===== src/rtl/cu_ifetch_pkg.sv =====
// rtl/cu_ifetch_pkg.sv - shared types and constants for the CU instruction-fetch responder
// Purpose: NOP fill word, response tag type and the maximum supported SRAM read latency.
// Ports: none (package).
package cu_ifetch_pkg;

  // RISC-V "addi x0,x0,0" returned for fetches that fall outside the SRAM
  localparam logic [31:0] NOP_WORD = 32'h0000_0013;

  localparam int RD_LAT_MAX = 3;

  // One tag per granted fetch travels alongside the SRAM read
  typedef struct packed {
    logic vld;
    logic oor;
  } resp_tag_t;

endpackage


===== src/rtl/cu_ifetch_responder_if.sv =====
// rtl/cu_ifetch_responder_if.sv - fetch, loader, SRAM and error signal bundle
// Purpose: groups every non-clock signal of the responder.
// Modports: slave  = responder view (drives gnt/ready/response/SRAM/error outputs)
//           master = environment view (core, loader and SRAM macro side)
interface cu_ifetch_responder_if #(
  parameter int ADDR_W = 19,
  parameter int MEM_AW = 10
);
  logic              fetch_req;
  logic              fetch_gnt;
  logic [ADDR_W-1:0] fetch_addr;
  logic [31:0]       fetch_r_data;
  logic              fetch_r_valid;
  logic              load_valid;
  logic              load_ready;
  logic [ADDR_W-1:0] load_addr;
  logic [31:0]       load_data;
  logic              mem_ce;
  logic              mem_we;
  logic [MEM_AW-1:0] mem_addr;
  logic [31:0]       mem_wdata;
  logic [31:0]       mem_rdata;
  logic              err_clr;
  logic              err_oor;
  logic              err_misalign;

  modport slave (
    input  fetch_req, fetch_addr, load_valid, load_addr, load_data, mem_rdata, err_clr,
    output fetch_gnt, fetch_r_data, fetch_r_valid, load_ready,
           mem_ce, mem_we, mem_addr, mem_wdata, err_oor, err_misalign
  );

  modport master (
    output fetch_req, fetch_addr, load_valid, load_addr, load_data, mem_rdata, err_clr,
    input  fetch_gnt, fetch_r_data, fetch_r_valid, load_ready,
           mem_ce, mem_we, mem_addr, mem_wdata, err_oor, err_misalign
  );
endinterface


===== src/rtl/cu_ifetch_resp_pipe.sv =====
// rtl/cu_ifetch_resp_pipe.sv - fixed-depth shift register of response tags
// Purpose: delays each fetch tag by DEPTH cycles so it lines up with SRAM read data.
// Ports: clk, rst_n (async active-low clear), i_tag (tag entering), o_tag (tag DEPTH cycles old).
module cu_ifetch_resp_pipe
  import cu_ifetch_pkg::*;
#(
  parameter int DEPTH = 1
) (
  input  logic      clk,
  input  logic      rst_n,
  input  resp_tag_t i_tag,
  output resp_tag_t o_tag
);

  resp_tag_t [DEPTH-1:0] r_stage;

  always_ff @(posedge clk or negedge rst_n) begin
    if (!rst_n) begin
      r_stage <= '0;
    end else begin
      r_stage[0] <= i_tag;
      for (int i = 1; i < DEPTH; i++) begin
        r_stage[i] <= r_stage[i-1];
      end
    end
  end

  assign o_tag = r_stage[DEPTH-1];

endmodule


===== src/rtl/cu_ifetch_responder.sv =====
// rtl/cu_ifetch_responder.sv - CU instruction-fetch responder with loader arbitration
// Purpose: grants core fetches onto a single-port instruction SRAM, returns words in
//          order RD_LAT cycles later, and shares the port with a loader write path
//          that cannot be starved for more than STARVE_MAX cycles.
// Ports: clk, rst_n (async active-low), bus (cu_ifetch_responder_if.slave):
//        fetch_* core request/response, load_* loader writes, mem_* SRAM macro,
//        err_clr / err_oor / err_misalign sticky error flags.
module cu_ifetch_responder
  import cu_ifetch_pkg::*;
#(
  parameter int          ADDR_W      = 19,
  parameter int          DEPTH_WORDS = 1024,
  parameter int          MEM_AW      = 10,
  parameter int          RD_LAT      = 1,
  parameter int          STARVE_MAX  = 4,
  parameter logic [31:0] OOR_WORD    = NOP_WORD
) (
  input logic                  clk,
  input logic                  rst_n,
  cu_ifetch_responder_if.slave bus
);

  localparam int IDX_W = ADDR_W - 2;
  localparam int CNT_W = $clog2(STARVE_MAX + 1);

  logic [IDX_W-1:0] w_f_idx;
  logic [IDX_W-1:0] w_l_idx;
  logic             w_f_in;
  logic             w_l_in;
  logic             w_starved;
  logic             w_fetch_gnt;
  logic             w_load_rdy;
  logic             w_set_oor;
  logic             w_set_mis;
  logic [31:0]      w_resp_data;
  resp_tag_t        w_tag_in;
  resp_tag_t        w_tag_out;

  logic [CNT_W-1:0] r_starve;
  logic             r_err_oor;
  logic             r_err_mis;
  logic [31:0]      r_hold;

  assign w_f_idx = bus.fetch_addr[ADDR_W-1:2];
  assign w_l_idx = bus.load_addr[ADDR_W-1:2];
  assign w_f_in  = 32'(w_f_idx) < 32'(DEPTH_WORDS);
  assign w_l_in  = 32'(w_l_idx) < 32'(DEPTH_WORDS);

  // Arbitration: fetch has priority until the loader has lost STARVE_MAX times in a row.
  // Gated with rst_n so the combinational handshakes read 0 while reset is held.
  assign w_starved   = (r_starve == CNT_W'(STARVE_MAX));
  assign w_fetch_gnt = rst_n && bus.fetch_req && !(bus.load_valid && w_starved);
  assign w_load_rdy  = rst_n && bus.load_valid && !w_fetch_gnt;

  assign bus.fetch_gnt  = w_fetch_gnt;
  assign bus.load_ready = w_load_rdy;

  // Out-of-range accesses are acknowledged but never touch the SRAM
  assign bus.mem_we    = w_load_rdy && w_l_in;
  assign bus.mem_ce    = (w_fetch_gnt && w_f_in) || bus.mem_we;
  assign bus.mem_addr  = w_load_rdy ? w_l_idx[MEM_AW-1:0] : w_f_idx[MEM_AW-1:0];
  assign bus.mem_wdata = bus.load_data;

  always_ff @(posedge clk or negedge rst_n) begin
    if (!rst_n) begin
      r_starve <= '0;
    end else if (!bus.load_valid || w_load_rdy) begin
      r_starve <= '0;
    end else if (!w_starved) begin
      r_starve <= r_starve + 1'b1;
    end
  end

  assign w_set_oor = (w_fetch_gnt && !w_f_in) || (w_load_rdy && !w_l_in);
  assign w_set_mis = w_fetch_gnt && (bus.fetch_addr[1:0] != 2'b00);

  // A new error in the same cycle as err_clr keeps the flag set
  always_ff @(posedge clk or negedge rst_n) begin
    if (!rst_n) begin
      r_err_oor <= 1'b0;
      r_err_mis <= 1'b0;
    end else begin
      r_err_oor <= w_set_oor || (r_err_oor && !bus.err_clr);
      r_err_mis <= w_set_mis || (r_err_mis && !bus.err_clr);
    end
  end

  assign bus.err_oor      = r_err_oor;
  assign bus.err_misalign = r_err_mis;

  assign w_tag_in.vld = w_fetch_gnt;
  assign w_tag_in.oor = !w_f_in;

  cu_ifetch_resp_pipe #(
    .DEPTH (RD_LAT)
  ) u_resp_pipe (
    .clk   (clk),
    .rst_n (rst_n),
    .i_tag (w_tag_in),
    .o_tag (w_tag_out)
  );

  assign w_resp_data = w_tag_out.oor ? OOR_WORD : bus.mem_rdata;

  // Response word is forwarded straight from the SRAM and held between pulses
  always_ff @(posedge clk or negedge rst_n) begin
    if (!rst_n) begin
      r_hold <= '0;
    end else if (w_tag_out.vld) begin
      r_hold <= w_resp_data;
    end
  end

  assign bus.fetch_r_valid = w_tag_out.vld;
  assign bus.fetch_r_data  = w_tag_out.vld ? w_resp_data : r_hold;

endmodule


===== src/flat_wrapper.sv =====
// flat-port wrapper written by rule: the top's interface ports become plain ports
module cu_ifetch_responder_flat import cu_ifetch_pkg::*;
#(
  parameter int          ADDR_W      = 19,
  parameter int          DEPTH_WORDS = 1024,
  parameter int          MEM_AW      = 10,
  parameter int          RD_LAT      = 1,
  parameter int          STARVE_MAX  = 4,
  parameter logic [31:0] OOR_WORD    = NOP_WORD
)
  (clk, rst_n, bus_fetch_req, bus_fetch_addr, bus_load_valid, bus_load_addr, bus_load_data, bus_mem_rdata, bus_err_clr, bus_fetch_gnt, bus_fetch_r_data, bus_fetch_r_valid, bus_load_ready, bus_mem_ce, bus_mem_we, bus_mem_addr, bus_mem_wdata, bus_err_oor, bus_err_misalign);
  cu_ifetch_responder_if #(.ADDR_W(ADDR_W), .MEM_AW(MEM_AW)) bus_i ();
  input logic clk;
  input logic rst_n;
  input wire logic [$bits(bus_i.fetch_req)-1:0] bus_fetch_req;
  input wire logic [$bits(bus_i.fetch_addr)-1:0] bus_fetch_addr;
  input wire logic [$bits(bus_i.load_valid)-1:0] bus_load_valid;
  input wire logic [$bits(bus_i.load_addr)-1:0] bus_load_addr;
  input wire logic [$bits(bus_i.load_data)-1:0] bus_load_data;
  input wire logic [$bits(bus_i.mem_rdata)-1:0] bus_mem_rdata;
  input wire logic [$bits(bus_i.err_clr)-1:0] bus_err_clr;
  output wire logic [$bits(bus_i.fetch_gnt)-1:0] bus_fetch_gnt;
  output wire logic [$bits(bus_i.fetch_r_data)-1:0] bus_fetch_r_data;
  output wire logic [$bits(bus_i.fetch_r_valid)-1:0] bus_fetch_r_valid;
  output wire logic [$bits(bus_i.load_ready)-1:0] bus_load_ready;
  output wire logic [$bits(bus_i.mem_ce)-1:0] bus_mem_ce;
  output wire logic [$bits(bus_i.mem_we)-1:0] bus_mem_we;
  output wire logic [$bits(bus_i.mem_addr)-1:0] bus_mem_addr;
  output wire logic [$bits(bus_i.mem_wdata)-1:0] bus_mem_wdata;
  output wire logic [$bits(bus_i.err_oor)-1:0] bus_err_oor;
  output wire logic [$bits(bus_i.err_misalign)-1:0] bus_err_misalign;
  assign bus_i.fetch_req = bus_fetch_req;
  assign bus_i.fetch_addr = bus_fetch_addr;
  assign bus_i.load_valid = bus_load_valid;
  assign bus_i.load_addr = bus_load_addr;
  assign bus_i.load_data = bus_load_data;
  assign bus_i.mem_rdata = bus_mem_rdata;
  assign bus_i.err_clr = bus_err_clr;
  assign bus_fetch_gnt = bus_i.fetch_gnt;
  assign bus_fetch_r_data = bus_i.fetch_r_data;
  assign bus_fetch_r_valid = bus_i.fetch_r_valid;
  assign bus_load_ready = bus_i.load_ready;
  assign bus_mem_ce = bus_i.mem_ce;
  assign bus_mem_we = bus_i.mem_we;
  assign bus_mem_addr = bus_i.mem_addr;
  assign bus_mem_wdata = bus_i.mem_wdata;
  assign bus_err_oor = bus_i.err_oor;
  assign bus_err_misalign = bus_i.err_misalign;
  cu_ifetch_responder #(.ADDR_W(ADDR_W), .DEPTH_WORDS(DEPTH_WORDS), .MEM_AW(MEM_AW), .RD_LAT(RD_LAT), .STARVE_MAX(STARVE_MAX), .OOR_WORD(OOR_WORD)) u_core (.clk(clk), .rst_n(rst_n), .bus(bus_i));
endmodule

===== config.mk =====
export PLATFORM = sky130hd
export DESIGN_NAME = cu_ifetch_responder_flat
export DESIGN_NICKNAME = d
export VERILOG_FILES = /design/src/rtl/cu_ifetch_pkg.sv /design/src/rtl/cu_ifetch_responder_if.sv /design/src/rtl/cu_ifetch_resp_pipe.sv /design/src/rtl/cu_ifetch_responder.sv /design/src/flat_wrapper.sv
export SDC_FILE = /design/constraint.sdc
export NUM_CORES = 1
export LEC_CHECK = 0
export ABC_AREA = 1
export CORE_MARGIN = 2
export CORE_UTILIZATION = 30
export DETAILED_ROUTE_END_ITERATION = 7
export GPL_TIMING_DRIVEN = 0
export PLACE_DENSITY = 0.8
export SKIP_CTS_REPAIR_TIMING = 1
export SLEW_MARGIN = 20
export SYNTH_ARGS = -nofsm -noshare
export SYNTH_HDL_FRONTEND = slang
export SYNTH_SLANG_ARGS = --single-unit

===== constraint.sdc =====
create_clock -name clk -period 1.6 [get_ports clk]
set_input_delay 0.16 -clock clk [delete_from_list [all_inputs] [get_ports clk]]
set_output_delay 0.16 -clock clk [all_outputs]
set_load 0.02 [all_outputs]

==> results of run 1 <==
-- synth_stat cells, drive strengths merged --
| cell | count |
|---|---|
| nand2 | 47 |
| buf | 40 |
| dfrtp | 39 |
| a22o | 29 |
| inv | 15 |
| nor2 | 9 |
| o21ai | 5 |
| o22a | 3 |
| a21oi | 2 |
| ha | 2 |
| nand3 | 2 |
| clkinv | 1 |
| nor3 | 1 |
| o211ai | 1 |
| xnor2 | 1 |
-- cell type report --
cell class,instances,area (um^2),share of cell area
timing repair buffer,171,1610,0.418
clock buffer,6,82.6,0.0214
buffer,40,334,0.0866
inverter,16,62.6,0.0162
multi-input combinational,102,658,0.171
tap,77,96.3,0.0250
sequential,39,976,0.253
clock inverter,2,35.0,0.00908
-- per-layer routing --
metal  wire (um)  global-route usage
met5           0                   0
met2        3510               0.313
met3         643              0.0652
met4         102              0.0491
met1        2490               0.177
-- sequential cells by signal, indices dropped and copies added, names as in the netlist --
signal,count
u_core.u_resp_pipe.o_tag,2
u_core.r_starve,3
u_core.bus.err_misalign,1
u_core.bus.err_oor,1
u_core.r_hold,32
-- cell usage in the layout (no fill, tap or decap), drive strengths merged, types with 3 or more instances in the layout --
| master | n |
|---|---|
| o21ai | 5 |
| nand2 | 47 |
| inv | 15 |
| buf | 95 |
| nor2 | 9 |
| o22a | 3 |
| clkdlybuf4s50 | 106 |
| clkbuf | 14 |
| dfrtp | 39 |
| a22o | 29 |
-- worst reg2reg max path: cells and delay by family (launching register included) --
kind / cells / cell delay, ns
simple gates: 3 / 0.22
compound gates: 1 / 0.23
flops: 1 / 0.40
fa+ha+maj: 1 / 0.20
buf+inv: 2 / 0.21
-- kinds of logic after synthesis --
group | after synthesis | synth area share
AO/OA/AOI/OAI | 40 | 0.166
buffers and inverters | 56 | 0.192
flip-flops | 39 | 0.497
AND/OR/NAND/NOR | 59 | 0.127
XOR/XNOR | 1 | 0.00446
adder cells (fa/ha/maj) | 2 | 0.0127
-- through the flow --
step / std cells / power [mW]
final: 453 / 2.55
after global routing: 453 / 2.66
after CTS: 436 / 2.53
after detailed placement: 428 / 1.68
after global placement: 427 / 1.66
after floorplan: 197 / 1.29
-- power breakdown --
| group | internal (mW) | switching (mW) | total [mW] |
|---|---|---|---|
| registers | 1.00 | 0.0112 | 1.01 |
| logic | 0.410 | 0.285 | 0.695 |
| clock network | 0.504 | 0.332 | 0.836 |
-- worst max-delay path by stage --
| stage | startpoint | to | slack (ns) | cells past startpoint |
|---|---|---|---|---|
| after detailed placement | bus_load_valid | bus_mem_addr[8] | -0.49 | 7 |
| after global placement | rst_n | bus_mem_addr[8] | -1.94 | 7 |
| after floorplan | u_core.r_starve[0] | bus_mem_ce | 0.06 | 6 |
| after CTS | u_core.r_starve[0] | bus_mem_addr[8] | -0.76 | 9 |
| after global routing | u_core.r_starve[1] | bus_mem_addr[8] | -0.35 | 8 |
| final | u_core.r_starve[1] | bus_mem_addr[3] | -0.24 | 8 |
==> run_results.csv, run 1 <==
group,metric,value,unit
setup_path,worst-endpoint-required,1.44,ns
synth,yosys.cell_types.count,22,
timing,sum_neg_setup_slack,-2.53,ns
run_status,run_status,"complete, but fails checks",
setup_path,timing.critical_path.slowest_cell_delay,0.40,ns
clocking,clk_pin_slew,0.07,ns
detailed_routing,avgViaCountPerCell,4.47,
setup_path,critical-path-slowest-cell,"sky130_fd_sc_hd__dfrtp_1",
floorplan,placement_rows,29,
setup_path,endpoint_of_the_most_critical_register_to_register_path,"u_core.bus.err_oor",
timing,fin_crit_sh,1.15,
timing,timing_worst_slew_pin_value,0.743,ns
synth,synthesis.nets,306,
clocking,clock_tree.buffer_depth,2,
grt,wire_length_of_the_first_global_routing_pass,9.65,mm
clocking,cts_made_buffers,5,
worst_hold_path,hold_path_startpoint,"rst_n",
timing,worst_slew_margin_rel,0.503,
setup_path,worstRegToRegCells,7,
grt,vias_in_the_first_global_route,2076,
finish,fillerInstances,526,
floorplan,die_h,84.9,um
synth,synth_largest_type_area_fraction,0.497,
floorplan,top_level_ports,188,
timing,grt_setup_unrepaired,"true",
clocking,tritoncts,"done",
synth,synthesis.instances,197,
clocking,clkLatencyLatePin,0.29,ns
synth,synth_top_area_cell,"sky130_fd_sc_hd__dfrtp_1",
flow_run,cap_violations,0,
worst_hold_path,holdPathEnd,"u_core.r_starve[0]",
timing,timing.final.setup_violations,13,
setup_path,timing.critical_path.cells,"inv_1, ha_2, nand3_4, a21oi_4, buf_6, nand2_2, nand2_2, buf_6",
detailed_routing,route.final.wire_length,6.75,mm
timing,timing.clock.skew,0.00303,ns
synth,synthesis.area,1960,um^2
floorplan,coreArea,6350,um^2
finish,layout_stage_area_growth_over_the_synthesis_result,96.6,%
synth,synth_seq_area_share,0.497,
timing,layout_setup_ws,-0.242,ns
floorplan,die-area,7210,um^2
place,detailedPlace.worstSlack,-0.488,ns
detailed_routing,count_of_tritonroute_iterations_in_the_first_routing_pass,4,
setup_path,cp_data_arrival_time,1.68,ns
detailed_routing,wire_per_inst,14.9,um
timing,final_hold_viol_count,0,
place,io_buffers,153,
setup_path,crit-reg2reg-launch,"u_core.r_starve[1]",
setup_path,endpoint_kind,"output pin",
finish,layout-drive-gt1-share,0.351,
power_and_ir_drop,power_leakage,1.88,nW
setup_path,criticalPathCategory,"register to output pin",
clocking,clk_root_buffer_cell,"sky130_fd_sc_hd__clkbuf_8",
grt,grt_remaining_overflow,0,
setup_path,path_buf_inv,3,
setup_path,setup.reg_to_reg.worst_slack,0.29,ns
detailed_routing,drc,0,
power_and_ir_drop,power_density_cells,660,nW/um^2
finish,layout.cell_area.non_filler,3860,um^2
finish,nNetsFinal,484,
finish,antenna_cells,0,
timing,max_freq,0.543,GHz
floorplan,die_x,84.9,um
timing,whs,0.278,ns
detailed_routing,via_count,2025,
grt,number_of_antenna_violations_at_the_first_check_in_global_routing,0,
timing,final_period_minus_worst_setup_slack,1.84,ns
setup_path,worstPathMaxFanout,5,
timing,final_max_slew_viol_count,0,
place,detailed_place.area,3610,um^2
detailed_routing,final_antenna_net_count,0,
detailed_routing,detail_route.iter0.violations,47,
setup_path,start_kind,"register",
setup_path,timing.critical_path.max_delay_family,"flip-flops",
synth,postSynthAreaPerCell,9.97,um^2
worst_hold_path,number_of_instances_on_the_worst_hold_path,4,
finish,fin_util,0.608,
worst_hold_path,min_path_type,"primary input to register",
place,replace_congestion,0.705,
run_status,failed_checks,"negative setup slack",
floorplan,floorplan.initialDensity,0.309,
place,place_hpwl,5.29,mm
power_and_ir_drop,max-vdd-ir-drop,0.000478,V
synth,synthTopCellsByArea,"sky130_fd_sc_hd__dfrtp_1, sky130_fd_sc_hd__buf_4, sky130_fd_sc_hd__a22o_1, sky130_fd_sc_hd__nand2_1, sky130_fd_sc_hd__buf_6",
grt,grt_usage,0.169,
synth,yosysWarnings,0,
grt,grt_max_degree,24,
clocking,cts-htree-levels,2,
clocking,cts.sinks,39,
synth,post_synthesis_register_bit_count,39,
Note: power is estimated with default switching activity, not from simulation.
==> run 2, diff against run 1 <==
--- a/config.mk
+++ b/config.mk
@@ -10,9 +10,11 @@
 export CORE_UTILIZATION = 30
 export DETAILED_ROUTE_END_ITERATION = 7
 export GPL_TIMING_DRIVEN = 0
-export PLACE_DENSITY = 0.8
+export PLACE_DENSITY = 0.81
+export RECOVER_POWER = 50
 export SKIP_CTS_REPAIR_TIMING = 1
 export SLEW_MARGIN = 20
 export SYNTH_ARGS = -nofsm -noshare
 export SYNTH_HDL_FRONTEND = slang
+export SYNTH_HIERARCHICAL = 1
 export SYNTH_SLANG_ARGS = --single-unit
==> run_results.csv, run 2 <==
group,metric,value,unit
floorplan,placement_rows,29,
place,placed_cell_count,428,
floorplan,top_level_ports,188,
synth,yosys.cell_types.count,23,
place,io_buffers,153,
power_and_ir_drop,power.switching,0.629,mW
setup_path,worst-endpoint-required,1.44,ns
synth,synth.most_common_cell,"sky130_fd_sc_hd__nand2_1",
clocking,cts.sinks,39,
detailed_routing,route.final.wire_length,6.49,mm
floorplan,die_x,84.9,um
grt,grt_max_degree,28,
timing,final_hold_viol_count,0,
run_status,failed_checks,"negative setup slack",
power_and_ir_drop,power_density_cells,672,nW/um^2
synth,synthesis.instances,197,
detailed_routing,avgViaCountPerCell,4.46,
synth,ys_top_cells_by_count,"sky130_fd_sc_hd__nand2_1, sky130_fd_sc_hd__dfrtp_1, sky130_fd_sc_hd__buf_4",
synth,synthTopCellsByArea,"sky130_fd_sc_hd__dfrtp_1, sky130_fd_sc_hd__a22o_1, sky130_fd_sc_hd__buf_4, sky130_fd_sc_hd__nand2_1, sky130_fd_sc_hd__inv_1",
synth,postSynthAreaPerCell,9.96,um^2
detailed_routing,wire_per_inst,14.5,um
worst_hold_path,min_path_type,"primary input to register",
setup_path,criticalPathCategory,"register to output pin",
power_and_ir_drop,p_seq_frac,0.402,
timing,timing.final.setup_violations,13,
clocking,clk_pin_slew,0.07,ns
power_and_ir_drop,clock_power_share,0.332,
finish,final-instance-count-excl-fill,448,
clocking,clkLatencyLatePin,0.29,ns
floorplan,die_h,84.9,um
finish,mostFrequentLayoutCell,"sky130_fd_sc_hd__clkdlybuf4s50_1",
detailed_routing,detail_route.iter0.violations,28,
setup_path,endpoint_kind,"output pin",
detailed_routing,drc,0,
timing,whs,0.277,ns
finish,fin_util,0.592,
finish,fillerInstances,539,
setup_path,critical-path-slowest-cell,"sky130_fd_sc_hd__dfrtp_1",
place,place_hpwl,5.20,mm
finish,layout_stage_area_growth_over_the_synthesis_result,91.7,%
power_and_ir_drop,max-vdd-ir-drop,0.000542,V
setup_path,timing.critical_path.cells,"inv_2, ha_4, nand3_4, a21oi_4, buf_6, nand2_1, nand2_1, buf_6",
timing,timing.clock.skew,0.00609,ns
grt,grt_remaining_overflow,0,
clocking,clk_root_buffer_cell,"sky130_fd_sc_hd__clkbuf_8",
finish,antenna_cells,0,
timing,worst_slew_margin_rel,0.548,
grt,number_of_antenna_violations_at_the_first_check_in_global_routing,0,
grt,grt_usage,0.168,
synth,synthesis.area,1960,um^2
power_and_ir_drop,internal_power,1.90,mW
floorplan,die-area,7200,um^2
clocking,tritoncts,"done",
power_and_ir_drop,fin_total_pwr,2.53,mW
floorplan,coreArea,6350,um^2
synth,synth_top_area_cell,"sky130_fd_sc_hd__dfrtp_1",
flow_run,cap_violations,0,
clocking,cts-htree-levels,2,
clocking,clock_tree.buffer_depth,2,
setup_path,timing.critical_path.slowest_cell_delay,0.41,ns
detailed_routing,via_count,1999,
finish,largest_register,"u_core/r_hold",
synth,ys_dominant_reg_cell,"sky130_fd_sc_hd__dfrtp_1",
detailed_routing,final_antenna_net_count,0,
timing,final_period_minus_worst_setup_slack,1.81,ns
finish,layout-drive-gt1-share,0.340,
power_and_ir_drop,gate_power_share,0.266,
timing,layout_setup_ws,-0.211,ns
timing,final_max_slew_viol_count,0,
run_status,run_status,"complete, but fails checks",
setup_path,cp_data_arrival_time,1.65,ns
finish,layout_common_cells,"sky130_fd_sc_hd__clkdlybuf4s50_1, sky130_fd_sc_hd__buf_4, sky130_fd_sc_hd__nand2_1",
timing,max_freq,0.552,GHz
synth,yosysWarnings,6,
timing,sum_neg_setup_slack,-2.21,ns
synth,postSynth.asyncResetShare,1.00,
synth,synth_seq_area_share,0.497,
synth,synth_largest_type_area_fraction,0.497,
power_and_ir_drop,switching_share_of_power,0.249,
finish,largest_reg_flops,32,
clocking,cts_made_buffers,5,
synth,post_synthesis_register_bit_count,39,
power_and_ir_drop,power_leakage,1.85,nW
finish,nNetsFinal,479,
timing,grt_setup_unrepaired,"true",
grt,wire_length_of_the_first_global_routing_pass,9.68,mm
setup_path,start_kind,"register",
setup_path,worstPathMaxFanout,5,
place,replace_congestion,0.729,
grt,vias_in_the_first_global_route,1970,
synth,synthesis.nets,306,
synth,synth-edff-count,0,
detailed_routing,count_of_tritonroute_iterations_in_the_first_routing_pass,4,
timing,fin_crit_sh,1.13,
floorplan,floorplan.initialDensity,0.309,
timing,timing_worst_slew_pin_value,0.678,ns
[run 2: changes by cell type after synthesis]
cell,before,now
sky130_fd_sc_hd__a21oi_2,1,0
sky130_fd_sc_hd__a21oi_4,0,1
sky130_fd_sc_hd__buf_2,1,3
sky130_fd_sc_hd__buf_4,34,33
sky130_fd_sc_hd__buf_6,5,4
sky130_fd_sc_hd__clkinv_1,1,0
sky130_fd_sc_hd__inv_2,2,3
sky130_fd_sc_hd__nand2_1,45,43
sky130_fd_sc_hd__nand2_2,2,3
sky130_fd_sc_hd__nand2_4,0,1
sky130_fd_sc_hd__nor2_2,0,2
sky130_fd_sc_hd__nor2_4,2,0
sky130_fd_sc_hd__o21ai_0,5,3
sky130_fd_sc_hd__o21ai_1,0,2
[run 2: worst paths after layout]
kind                               startpoint                 end  slack, ns  cells after the start
min in group asynchronous               rst_n    u_core/r_hold[6]       0.50                      2
max in group asynchronous               rst_n   u_core/r_hold[17]       0.49                      3
min                                     rst_n  u_core/r_starve[0]       0.28                      4
max reg2reg                u_core/r_starve[1]  u_core/bus.err_oor       0.33                      7
max                        u_core/r_starve[1]     bus_mem_addr[5]      -0.21                      8
min reg2reg                u_core/bus.err_oor  u_core/bus.err_oor       0.50                      2
[run 2: cell type report]
type	count	area [um^2]	area share
plain buffers	40	330	0.0878
clock buffers	6	82.6	0.0220
multi-input cells	102	659	0.175
clock inverters	2	35.0	0.00931
flip-flops and latches	39	977	0.260
well taps	77	96.3	0.0256
inverters	16	60.1	0.0160
repair buffers	166	1520	0.404
[run 2: cell families (layout without fill, tap and decap cells)]
group | after synthesis | after routing | share of synthesized area
AO/OA/AOI/OAI | 40 | 40 | 0.170
XOR/XNOR | 1 | 1 | 0.00447
adder cells (fa/ha/maj) | 2 | 2 | 0.0128
buffers and inverters | 56 | 230 | 0.187
flip-flops | 39 | 39 | 0.497
AND/OR/NAND/NOR | 59 | 59 | 0.128
[run 2: metrics by stage]
stage                     area (um^2)  setup slack [ns]
after floorplan                  1960             0.150
after global placement           3590             -2.00
after detailed placement         3600            -0.500
after CTS                        3720            -0.758
after global routing             3760            -0.320
final                            3760            -0.211
[run 2: worst max-delay path, delay by kind of cell (launching register included)]
family | cells | cell delay (ns)
AOI/OAI and AO/OA | 1 | 0.23
and+or+nand+nor | 3 | 0.23
adders and majority gates | 1 | 0.15
DFF | 1 | 0.41
buffers and inverters | 3 | 0.34
[run 2: metal layers]
layer  GRT usage  wire length [um]
met1       0.190              2430
met4      0.0346                51
met5           0                 0
met2       0.313              3450
met3      0.0486               566
[run 2: power by group through the flow]
stage	Sequential (mW)	Clock [mW]	Combinational [mW]
after floorplan	1.04	0	0.255
after global placement	1.03	0	0.635
after detailed placement	1.04	0	0.646
after CTS	1.02	0.868	0.649
after global routing	1.02	0.910	0.715
final	1.02	0.840	0.671
==> run 3, diff against run 2 <==
--- a/config.mk
+++ b/config.mk
@@ -6,15 +6,15 @@
 export NUM_CORES = 1
 export LEC_CHECK = 0
 export ABC_AREA = 1
-export CORE_MARGIN = 2
-export CORE_UTILIZATION = 30
+export CORE_AREA = 2 2 73 75
 export DETAILED_ROUTE_END_ITERATION = 7
+export DIE_AREA = 0 0 75 77
+export DONT_BUFFER_PORTS = 1
 export GPL_TIMING_DRIVEN = 0
-export PLACE_DENSITY = 0.81
+export PLACE_DENSITY = 0.54
 export RECOVER_POWER = 50
 export SKIP_CTS_REPAIR_TIMING = 1
 export SLEW_MARGIN = 20
 export SYNTH_ARGS = -nofsm -noshare
 export SYNTH_HDL_FRONTEND = slang
-export SYNTH_HIERARCHICAL = 1
 export SYNTH_SLANG_ARGS = --single-unit
==> run_results.csv, run 3 (synthesis results as in run 1) <==
group,metric,value,unit
place,place_hpwl,4.02,mm
power_and_ir_drop,power_leakage,1.29,nW
timing,grt_setup_unrepaired,"true",
clocking,clk_pin_slew,0.07,ns
floorplan,top_level_ports,188,
setup_path,criticalPathCategory,"register to output pin",
timing,timing.clock.skew,0.00793,ns
clocking,clk_root_buffer_cell,"sky130_fd_sc_hd__clkbuf_8",
detailed_routing,dr_wl_met2,3.05,mm
clocking,clkLatencyLatePin,0.28,ns
setup_path,worst-endpoint-required,1.44,ns
timing,final_max_slew_viol_count,0,
run_status,failed_checks,"negative setup slack",
floorplan,die-area,5780,um^2
worst_hold_path,number_of_instances_on_the_worst_hold_path,1,
detailed_routing,route.final.wire_length,5.64,mm
place,io_buffers,0,
finish,layout_common_cells,"sky130_fd_sc_hd__dfrtp_1, sky130_fd_sc_hd__clkbuf_1, sky130_fd_sc_hd__a22o_4",
setup_path,setup.reg_to_reg.worst_slack,0.28,ns
finish,seq_area,977,um^2
finish,fillerInstances,477,
place,replace_congestion,0.818,
timing,final_period_minus_worst_setup_slack,1.78,ns
detailed_routing,routedLengthMet1,2.03,mm
detailed_routing,count_of_tritonroute_iterations_in_the_first_routing_pass,4,
setup_path,worstRegToRegCells,5,
floorplan,die_x,75,um
detailed_routing,final_antenna_net_count,0,
run_status,run_status,"complete, but fails checks",
clocking,cts_made_buffers,5,
finish,largest_reg_flops,32,
grt,number_of_antenna_violations_at_the_first_check_in_global_routing,0,
power_and_ir_drop,max-vdd-ir-drop,0.000285,V
clocking,clock_tree.buffer_depth,2,
floorplan,placement_rows,26,
timing,worst_slew_margin_rel,0.369,
timing,fin_crit_sh,1.11,
setup_path,endpoint_of_the_most_critical_register_to_register_path,"u_core.r_hold[1]",
worst_hold_path,hold_path_startpoint,"bus_mem_rdata[9]",
setup_path,worstPathMaxFanout,4,
floorplan,coreArea,4980,um^2
worst_hold_path,holdPathEnd,"u_core.r_hold[9]",
floorplan,die_h,77,um
setup_path,endpoint_kind,"output pin",
grt,vias_in_the_first_global_route,1368,
power_and_ir_drop,power_density_cells,774,nW/um^2
detailed_routing,drc,0,
place,detailedPlace.worstSlack,-0.184,ns
worst_hold_path,min_path_type,"primary input to register",
detailed_routing,met3WireLength,501,um
finish,layout_stage_area_growth_over_the_synthesis_result,33.1,%
finish,multiInputGateArea,1050,um^2
timing,layout_setup_ws,-0.178,ns
flow_run,cap_violations,0,
finish,layout-drive-gt1-share,0.413,
grt,grt_max_degree,44,
detailed_routing,avgViaCountPerCell,5.02,
detailed_routing,topRoutingLayerUsed,"met4",
finish,largest_register,"u_core.r_hold",
finish,mostFrequentLayoutCell,"sky130_fd_sc_hd__dfrtp_1",
timing,final_hold_viol_count,0,
timing,timing.final.setup_violations,15,
clocking,cts.sinks,39,
finish,antenna_cells,0,
finish,fin_util,0.525,
timing,max_freq,0.562,GHz
grt,grt_usage,0.163,
setup_path,start_kind,"register",
setup_path,crit-reg2reg-launch,"u_core.u_resp_pipe.o_tag[1]",
setup_path,cp_data_arrival_time,1.62,ns
finish,nNetsFinal,326,
grt,grt_remaining_overflow,0,
clocking,tritoncts,"done",
grt,wire_length_of_the_first_global_routing_pass,7.15,mm
detailed_routing,via_count,1447,
clocking,cts-htree-levels,2,
detailed_routing,wire_per_inst,19.6,um
timing,timing_worst_slew_pin_value,0.946,ns
floorplan,floorplan.initialDensity,0.394,
detailed_routing,detail_route.iter0.violations,24,
## run 3: worst max-delay path by stage
stage          slack (ns)         endpoint               start  depth (start not counted)
3_5_place_dp        -0.18       bus_mem_ce  u_core.r_starve[0]                          6
3_3_place_gp        -0.13       bus_mem_ce  u_core.r_starve[0]                          6
6_report            -0.18  bus_mem_addr[6]  u_core.r_starve[1]                          7
2_1_floorplan        0.06       bus_mem_ce  u_core.r_starve[0]                          6
4_1_cts             -0.51       bus_mem_ce  u_core.r_starve[0]                          6
5_1_grt             -0.27  bus_mem_addr[7]  u_core.r_starve[1]                          7
## run 3: per-stage QoR
step                      TNS (ns)  hold WS, ns  power (mW)  instance area, um^2  std cells
after floorplan                  0       -0.136        1.29                 1960        197
after detailed placement    -0.184       -0.135        1.33                 2050        267
after global placement      -0.128       -0.134        1.32                 2050        267
final                        -1.92       0.0491        2.02                 2610        288
after CTS                    -7.01       -0.446        1.96                 2130        275
after global routing         -3.75       0.0292        2.14                 2610        288
## run 3: power breakdown
group	internal, mW	leakage, nW	switching, mW	total (mW)
combinational	0.124	0.732	0.245	0.370
sequential	1.00	0.516	0.0255	1.03
clock	0.306	0.0422	0.317	0.622
total	1.43	1.29	0.587	2.02
## run 3: layout make-up
class / instances / share of cell area
flip-flops and latches: 39 / 0.374
repair buffers: 13 / 0.0465
clock buffers: 7 / 0.0292
clock inverters: 1 / 0.00192
well taps: 70 / 0.0335
inverters: 16 / 0.0249
multi-input cells: 102 / 0.403
plain buffers: 40 / 0.0872
## run 3: metal layers
| metal | track usage | vias to the layer above |
|---|---|---|
| li1 | - | 658 |
| met1 | 0.190 | 683 |
| met2 | 0.275 | 100 |
| met3 | 0.0486 | 6 |
| met4 | 0.0589 | 0 |
| met5 | 0 | - |
## run 3: critical path, stage by stage, from the launching register on
cell and delay [ns]:
sky130_fd_sc_hd__dfrtp_1 0.41, sky130_fd_sc_hd__inv_2 0.08, sky130_fd_sc_hd__ha_4 0.15, sky130_fd_sc_hd__nand3_4 0.09, sky130_fd_sc_hd__a21oi_4 0.25, sky130_fd_sc_hd__clkbuf_16 0.19
sky130_fd_sc_hd__nand2_2 0.06, sky130_fd_sc_hd__nand2_4 0.10
